### src/rtl/kf_chipset_pkg.sv
// ---------------------------------------------------------------------------
// kf_chipset_pkg
// Shared definitions for the KFPC-XT chipset blocks.
//   - refresh_state_t : state encoding of the DRAM refresh request FSM
//   - DEFAULT_TIMEOUT_CYCLES : clocks a refresh request may wait for DACK0
//   - PIT_CH_* : role of each 8253 channel on the XT board
// ---------------------------------------------------------------------------
package kf_chipset_pkg;

    typedef enum logic [1:0] {
        ST_IDLE    = 2'd0,
        ST_REQUEST = 2'd1,
        ST_ACKED   = 2'd2
    } refresh_state_t;

    localparam int DEFAULT_TIMEOUT_CYCLES = 256;

    localparam int PIT_CH_SYSTEM_TIMER = 0;
    localparam int PIT_CH_DRAM_REFRESH = 1;
    localparam int PIT_CH_SPEAKER      = 2;

endpackage

### src/rtl/sync_rise_detect.sv
// ---------------------------------------------------------------------------
// sync_rise_detect
// Brings the PIT counter 1 output into the clock domain through SYNC_STAGES
// flops (0, 2 or 3), then compares against an edge register and emits a
// registered one-cycle pulse for every rising edge.
// Ports:
//   clock     in  system clock
//   reset     in  synchronous, active-high
//   timer_out in  raw PIT counter 1 output
//   rise      out one-cycle pulse, SYNC_STAGES+1 clocks after timer_out is
//                 first sampled high
// ---------------------------------------------------------------------------
module sync_rise_detect #(
    parameter int SYNC_STAGES = 2
) (
    input  logic clock,
    input  logic reset,
    input  logic timer_out,
    output logic rise
);

    logic sync_out;
    logic sync_q;

    // With zero stages the input is assumed already synchronous, otherwise
    // it ripples through a plain shift chain whose last flop is the
    // synchronised level.
    generate
        if (SYNC_STAGES == 0) begin : g_no_sync
            assign sync_out = timer_out;
        end else begin : g_sync
            logic [SYNC_STAGES-1:0] chain;

            always_ff @(posedge clock) begin
                if (reset) begin
                    chain <= '0;
                end else begin
                    chain[0] <= timer_out;
                    for (int i = 1; i < SYNC_STAGES; i++) begin
                        chain[i] <= chain[i-1];
                    end
                end
            end

            assign sync_out = chain[SYNC_STAGES-1];
        end
    endgenerate

    // The edge register starts at 0, so a level already high when reset is
    // released is reported as a rising edge. The pulse itself is registered
    // so the consumer sees a clean flop output.
    always_ff @(posedge clock) begin
        if (reset) begin
            sync_q <= 1'b0;
            rise   <= 1'b0;
        end else begin
            sync_q <= sync_out;
            rise   <= sync_out & ~sync_q;
        end
    end

endmodule

### src/rtl/dram_refresh_request.sv
// ---------------------------------------------------------------------------
// dram_refresh_request
// Turns each rising edge of PIT counter 1 into a DREQ0 refresh request for
// the 8237 DMA controller and holds it until DACK0 completes the handshake.
// Edges arriving while a request is outstanding are counted, lost edges and
// abandoned requests are flagged in sticky status bits.
// Ports:
//   clock          in  system clock
//   reset          in  synchronous, active-high
//   timer_out      in  PIT counter 1 output
//   refresh_enable in  1 = generate requests, 0 = flush and idle
//   dma_ack_n      in  DACK0, active low
//   error_clear    in  pulse clearing overrun/timeout
//   dma_request    out DREQ0, high exactly while in REQUEST
//   pending_count  out edges not yet serviced, including the one in flight
//   refresh_strobe out one-cycle pulse per completed acknowledge
//   overrun        out sticky: edge arrived with pending_count saturated
//   timeout        out sticky: request abandoned without DACK0
// ---------------------------------------------------------------------------
module dram_refresh_request
    import kf_chipset_pkg::*;
#(
    parameter int SYNC_STAGES    = 2,
    parameter int PENDING_WIDTH  = 2,
    parameter int TIMEOUT_CYCLES = DEFAULT_TIMEOUT_CYCLES
) (
    input  logic                     clock,
    input  logic                     reset,
    input  logic                     timer_out,
    input  logic                     refresh_enable,
    input  logic                     dma_ack_n,
    input  logic                     error_clear,
    output logic                     dma_request,
    output logic [PENDING_WIDTH-1:0] pending_count,
    output logic                     refresh_strobe,
    output logic                     overrun,
    output logic                     timeout
);

    localparam int                     WAIT_WIDTH   = $clog2(TIMEOUT_CYCLES);
    localparam logic [WAIT_WIDTH-1:0]    WAIT_LAST    = WAIT_WIDTH'(TIMEOUT_CYCLES - 1);
    localparam logic [PENDING_WIDTH-1:0] PENDING_MAX  = {PENDING_WIDTH{1'b1}};

    refresh_state_t          state;
    refresh_state_t          state_next;
    logic [WAIT_WIDTH-1:0]   wait_count;
    logic                    rise;
    logic                    edge_accept;
    logic                    ack_event;
    logic                    timeout_event;
    logic                    overrun_event;
    logic                    leave_request;

    sync_rise_detect #(
        .SYNC_STAGES (SYNC_STAGES)
    ) u_sync_rise_detect (
        .clock     (clock),
        .reset     (reset),
        .timer_out (timer_out),
        .rise      (rise)
    );

    assign edge_accept   = rise & refresh_enable;
    assign leave_request = ack_event | timeout_event;
    assign overrun_event = edge_accept & (pending_count == PENDING_MAX);
    assign dma_request   = (state == ST_REQUEST);

    // State register for the request handshake.
    always_ff @(posedge clock) begin
        if (reset) begin
            state <= ST_IDLE;
        end else begin
            state <= state_next;
        end
    end

    // Request handshake. An acknowledge beats both a disable and a timeout in
    // the same cycle, so a DMA cycle that really happened is always counted.
    // DACK0 low while idle belongs to some other DMA use and is ignored; a
    // request is only raised once DACK0 is released, which also guarantees
    // an idle cycle between back-to-back requests.
    always_comb begin
        state_next    = state;
        ack_event     = 1'b0;
        timeout_event = 1'b0;
        case (state)
            ST_IDLE: begin
                if (refresh_enable && (pending_count != '0) && dma_ack_n) begin
                    state_next = ST_REQUEST;
                end
            end
            ST_REQUEST: begin
                if (!dma_ack_n) begin
                    state_next = ST_ACKED;
                    ack_event  = 1'b1;
                end else if (!refresh_enable) begin
                    state_next = ST_IDLE;
                end else if (wait_count == WAIT_LAST) begin
                    state_next    = ST_IDLE;
                    timeout_event = 1'b1;
                end
            end
            ST_ACKED: begin
                if (dma_ack_n) begin
                    state_next = ST_IDLE;
                end
            end
            default: begin
                state_next = ST_IDLE;
            end
        endcase
    end

    // Counts how long the current request has waited for DACK0; it is held
    // at zero outside REQUEST so each request starts a fresh wait.
    always_ff @(posedge clock) begin
        if (reset) begin
            wait_count <= '0;
        end else if (state != ST_REQUEST) begin
            wait_count <= '0;
        end else begin
            wait_count <= wait_count + WAIT_WIDTH'(1);
        end
    end

    // Pending edge counter. Disabling refresh flushes everything. A new edge
    // and a completed request in the same cycle cancel out; the counter
    // saturates at the top and never goes below zero.
    always_ff @(posedge clock) begin
        if (reset) begin
            pending_count <= '0;
        end else if (!refresh_enable) begin
            pending_count <= '0;
        end else begin
            case ({edge_accept, leave_request})
                2'b10: begin
                    if (pending_count != PENDING_MAX) begin
                        pending_count <= pending_count + PENDING_WIDTH'(1);
                    end
                end
                2'b01: begin
                    if (pending_count != '0) begin
                        pending_count <= pending_count - PENDING_WIDTH'(1);
                    end
                end
                default: begin
                    pending_count <= pending_count;
                end
            endcase
        end
    end

    // Completion strobe and sticky status. A flag being set wins over a
    // clear arriving in the same cycle so no event can slip through.
    always_ff @(posedge clock) begin
        if (reset) begin
            refresh_strobe <= 1'b0;
            overrun        <= 1'b0;
            timeout        <= 1'b0;
        end else begin
            refresh_strobe <= ack_event;
            if (overrun_event) begin
                overrun <= 1'b1;
            end else if (error_clear) begin
                overrun <= 1'b0;
            end
            if (timeout_event) begin
                timeout <= 1'b1;
            end else if (error_clear) begin
                timeout <= 1'b0;
            end
        end
    end

endmodule

### config.mk
export PLATFORM = sky130hd
export DESIGN_NAME = dram_refresh_request
export DESIGN_NICKNAME = d
export VERILOG_FILES = /design/src/rtl/kf_chipset_pkg.sv /design/src/rtl/sync_rise_detect.sv /design/src/rtl/dram_refresh_request.sv
export SDC_FILE = /design/constraint.sdc
export NUM_CORES = 1
export LEC_CHECK = 0
export ABC_AREA = 1
export CELL_PAD_IN_SITES_DETAIL_PLACEMENT = 1
export CELL_PAD_IN_SITES_GLOBAL_PLACEMENT = 1
export CORE_MARGIN = 2
export CORE_UTILIZATION = 44
export CTS_BUF_LIST = sky130_fd_sc_hd__clkbuf_8
export CTS_CLUSTER_SIZE = 28
export DETAILED_ROUTE_END_ITERATION = 6
export GPL_TIMING_DRIVEN = 0
export PLACE_DENSITY_LB_ADDON = 0.25
export SETUP_SLACK_MARGIN = 0.5
export SLEW_MARGIN = 25
export SYNTH_ARGS = -nofsm -noshare
export SYNTH_HDL_FRONTEND = slang
export SYNTH_HIERARCHICAL = 1
export SYNTH_SLANG_ARGS = --single-unit
### constraint.sdc
create_clock -name clock -period 1.8 [get_ports clock]
set_input_delay 0.36 -clock clock [delete_from_list [all_inputs] [get_ports clock]]
set_output_delay 0.36 -clock clock [all_outputs]
set_load 0.05 [all_outputs]
==> out/results.ini <==
[setup_path]
r2r-start=state[1]
arrival_ns=0.95
start_kind=flip-flop
worstPathCellList=inv_2 > nand2_4 > inv_6 > buf_8
r2r_setup_slack_ns=0.54
slowest_stage=dfxtp_2
reg2reg_to=pending_count[0]
worstPathRequired_ns=1.44
critPathMaxFanout=2
slowest_delay_ns=0.33
rr_worst_depth=9
cp_top_family=flip-flops
critPathKind=flip-flop to output pin
path_buf_inv=3
cp-end-kind=output pin

[routing]
ant_nets=0
wl_per_cell_microns=13.3
drt_wl_total_mm=2.05
via_per_inst=4.74
vias=730
dr.first_iter.drc_count=8
drc=0
drt_pass1_iterations=3

[pwr]
power.density_nw_per_um2=649
finalPower_mw=0.749
peakVddDrop_mv=0.480
p_leak_nw=0.509

[worst_hold_path]
hp-class=flip-flop to flip-flop
hold_path.startpoint=u_sync_rise_detect/sync_q
min_path_cells=1
hold_path_end=u_sync_rise_detect/rise

[grt]
grt_start_max_net_pins=11
overflow=0
grt_pass1_wl_mm=3.18
grt_use_total=0.174
grt_pass1_vias=737
antenna_found_initial=0

[status]
status=complete, no violations

[floorplanning]
row_count=16
start_util=0.453
die_h_microns=48.5
boundaryPins=12
dieArea_sq_um=2350
core_sq_um=1920
die_x_microns=48.5

[timing]
finalHoldViolations=0
drv_slew=0
holdWs_ns=0.401
post-route-period-util=0.729
tightest_slew_ns=0.439
rsz0062_at_grt=yes
setup-tns-final_ns=0
fin_crit_ns=1.31
slew_headroom=0.707
setup_viol=0
fmax_mhz=762
clock_skew_ns=0.00131

[synthesis]
avgSynthCellArea_sq_um=8.29
ys_warn_count=6
yosysSeqAreaShare=0.437
ys_types=24
syn_inst=105
synthesis.area_sq_um=871
ys_ff_latch=19
synth_nets=112

[place]
placement.io_buffers=11
hpwl_mm=1.34
gp_congestion=0.716
post-place-cells=143

[cts]
clk_pin_slew_ns=0.07
clock_latency_ns=0.26
cts_buffers=3
holdBufCountCts=0
cts_sinks=19
cts_tree=yes
clk_path_buf_depth=2
root_buffer=clkbuf_8
cts_htree_levels=1

[layout]
area_growth_pct=32.5
num_antenna_cells=0
drive_gt1_frac=0.346
stdcell_count=154
fin_util=0.600
finalNetCount=135

[run]
cap_viol_max_count=0

-- worst reg2reg max path: cells and delay by family (launching register included) --
kind | cells | cell delay (ns)
DFF | 1 | 0.33
and+or+nand+nor | 6 | 0.51
AOI/OAI and AO/OA | 1 | 0.14
buffers and inverters | 2 | 0.20
-- Yosys cell counts --
master,instances,share of area
dfxtp_1,19,0.44
nand3_4,1,0.020
nand2_4,2,0.026
nor3b_1,1,0.0086
nand2_8,1,0.023
nand2_1,12,0.052
nand3_1,3,0.017
nand2_2,4,0.029
nor2_1,16,0.069
nor2_8,2,0.046
nand4_1,5,0.036
o21ai_1,1,0.0057
ha_1,1,0.014
nor3_1,1,0.0057
nor2_2,1,0.0072
nand3_2,2,0.023
o21ai_0,1,0.0057
or2_1,1,0.0072
nor2_4,1,0.013
nor3b_2,1,0.014
a21oi_1,8,0.046
a21boi_1,1,0.0086
inv_2,3,0.013
inv_1,17,0.073
-- logic make-up (layout without fill, tap and decap cells) --
family / count (synthesis) / after routing / synth area share
DFF: 19 / 19 / 0.437
buffers and inverters: 20 / 42 / 0.0862
AOI/OAI and AO/OA: 11 / 11 / 0.0661
and+or+nand+nor: 54 / 54 / 0.397
adders and majority gates: 1 / 1 / 0.0144
-- cells in the final DEF (no fill, tap or decap) --
cell,instances
a21boi_1,1
a21oi_1,7
a21oi_2,1
buf_12,1
buf_2,3
buf_4,6
buf_8,1
clkbuf_4,1
clkbuf_8,3
clkdlybuf4s18_2,1
clkdlybuf4s50_1,2
dfxtp_1,14
dfxtp_2,4
dfxtp_4,1
dlygate4sd2_1,3
ha_4,1
inv_1,18
inv_2,2
inv_6,1
nand2_1,12
nand2_2,3
nand2_4,3
nand2_8,1
nand3_1,3
nand3_2,2
nand3_4,1
nand4_1,5
nor2_1,15
nor2_2,2
nor2_4,1
nor2_8,2
nor3_2,1
nor3b_1,1
nor3b_2,1
o21ai_0,1
o21ai_1,1
or2_4,1
-- power by group --
part	internal, mW	switching, mW
combinational	0.0119	0.0187
sequential	0.422	0.00129
clock	0.152	0.143
-- registers in the layout, indices dropped and copies added, names as in the netlist --
signal                           flops
pending_count                        2
u_sync_rise_detect/rise              1
wait_count                           8
timeout                              1
u_sync_rise_detect/sync_q            1
u_sync_rise_detect/g_sync.chain      2
state                                2
refresh_strobe                       1
overrun                              1
-- metal layers --
layer / up-vias / global-route usage / share of wire / routed length (microns)
li1: 369 / - / - / -
met5: - / 0 / 0 / 0
met2: 11 / 0.280 / 0.52 / 1070
met1: 347 / 0.223 / 0.44 / 907
met4: 0 / 0.0857 / 0.013 / 26
met3: 3 / 0.0370 / 0.023 / 47
-- worst max path at each step --
stage,start,to,slack (ns),depth (start not counted)
2_1_floorplan,wait_count[0],pending_count[0],0.55,8
3_3_place_gp,state[1],dma_request,0.07,4
3_5_place_dp,state[0],dma_request,0.02,3
4_1_cts,state[0],dma_request,0.38,3
5_1_grt,wait_count[4],pending_count[0],0.44,7
6_report,state[1],dma_request,0.49,4
-- per-stage QoR --
| stage | worst slack, ns | area [sq um] |
|---|---|---|
| finish | 0.487 | 1150 |
| global route | 0.442 | 1150 |
| CTS | 0.385 | 1080 |
| floorplan | 0.550 | 871 |
| detailed placement | 0.0230 | 1010 |
| global placement | 0.0725 | 1010 |
-- cell type report --
| type | instances | area [sq um] |
|---|---|---|
| Timing Repair Buffer | 18 | 159 |
| Sequential cell | 19 | 389 |
| Tap cell | 27 | 33.8 |
| Clock inverter | 1 | 3.75 |
| Multi-Input combinational cell | 66 | 447 |
| Fill cell | 245 | 768 |
| Inverter | 20 | 80.1 |
| Clock buffer | 3 | 41.3 |
-- timing repair --
action                                  4_1_cts  5_1_grt
pin swaps                                     1        5
cloned                                        0        0
endpoints found under the setup margin       14        6
buffers inserted                              2        5
resized for setup                            39       12
(Power assumes the default switching activity.)
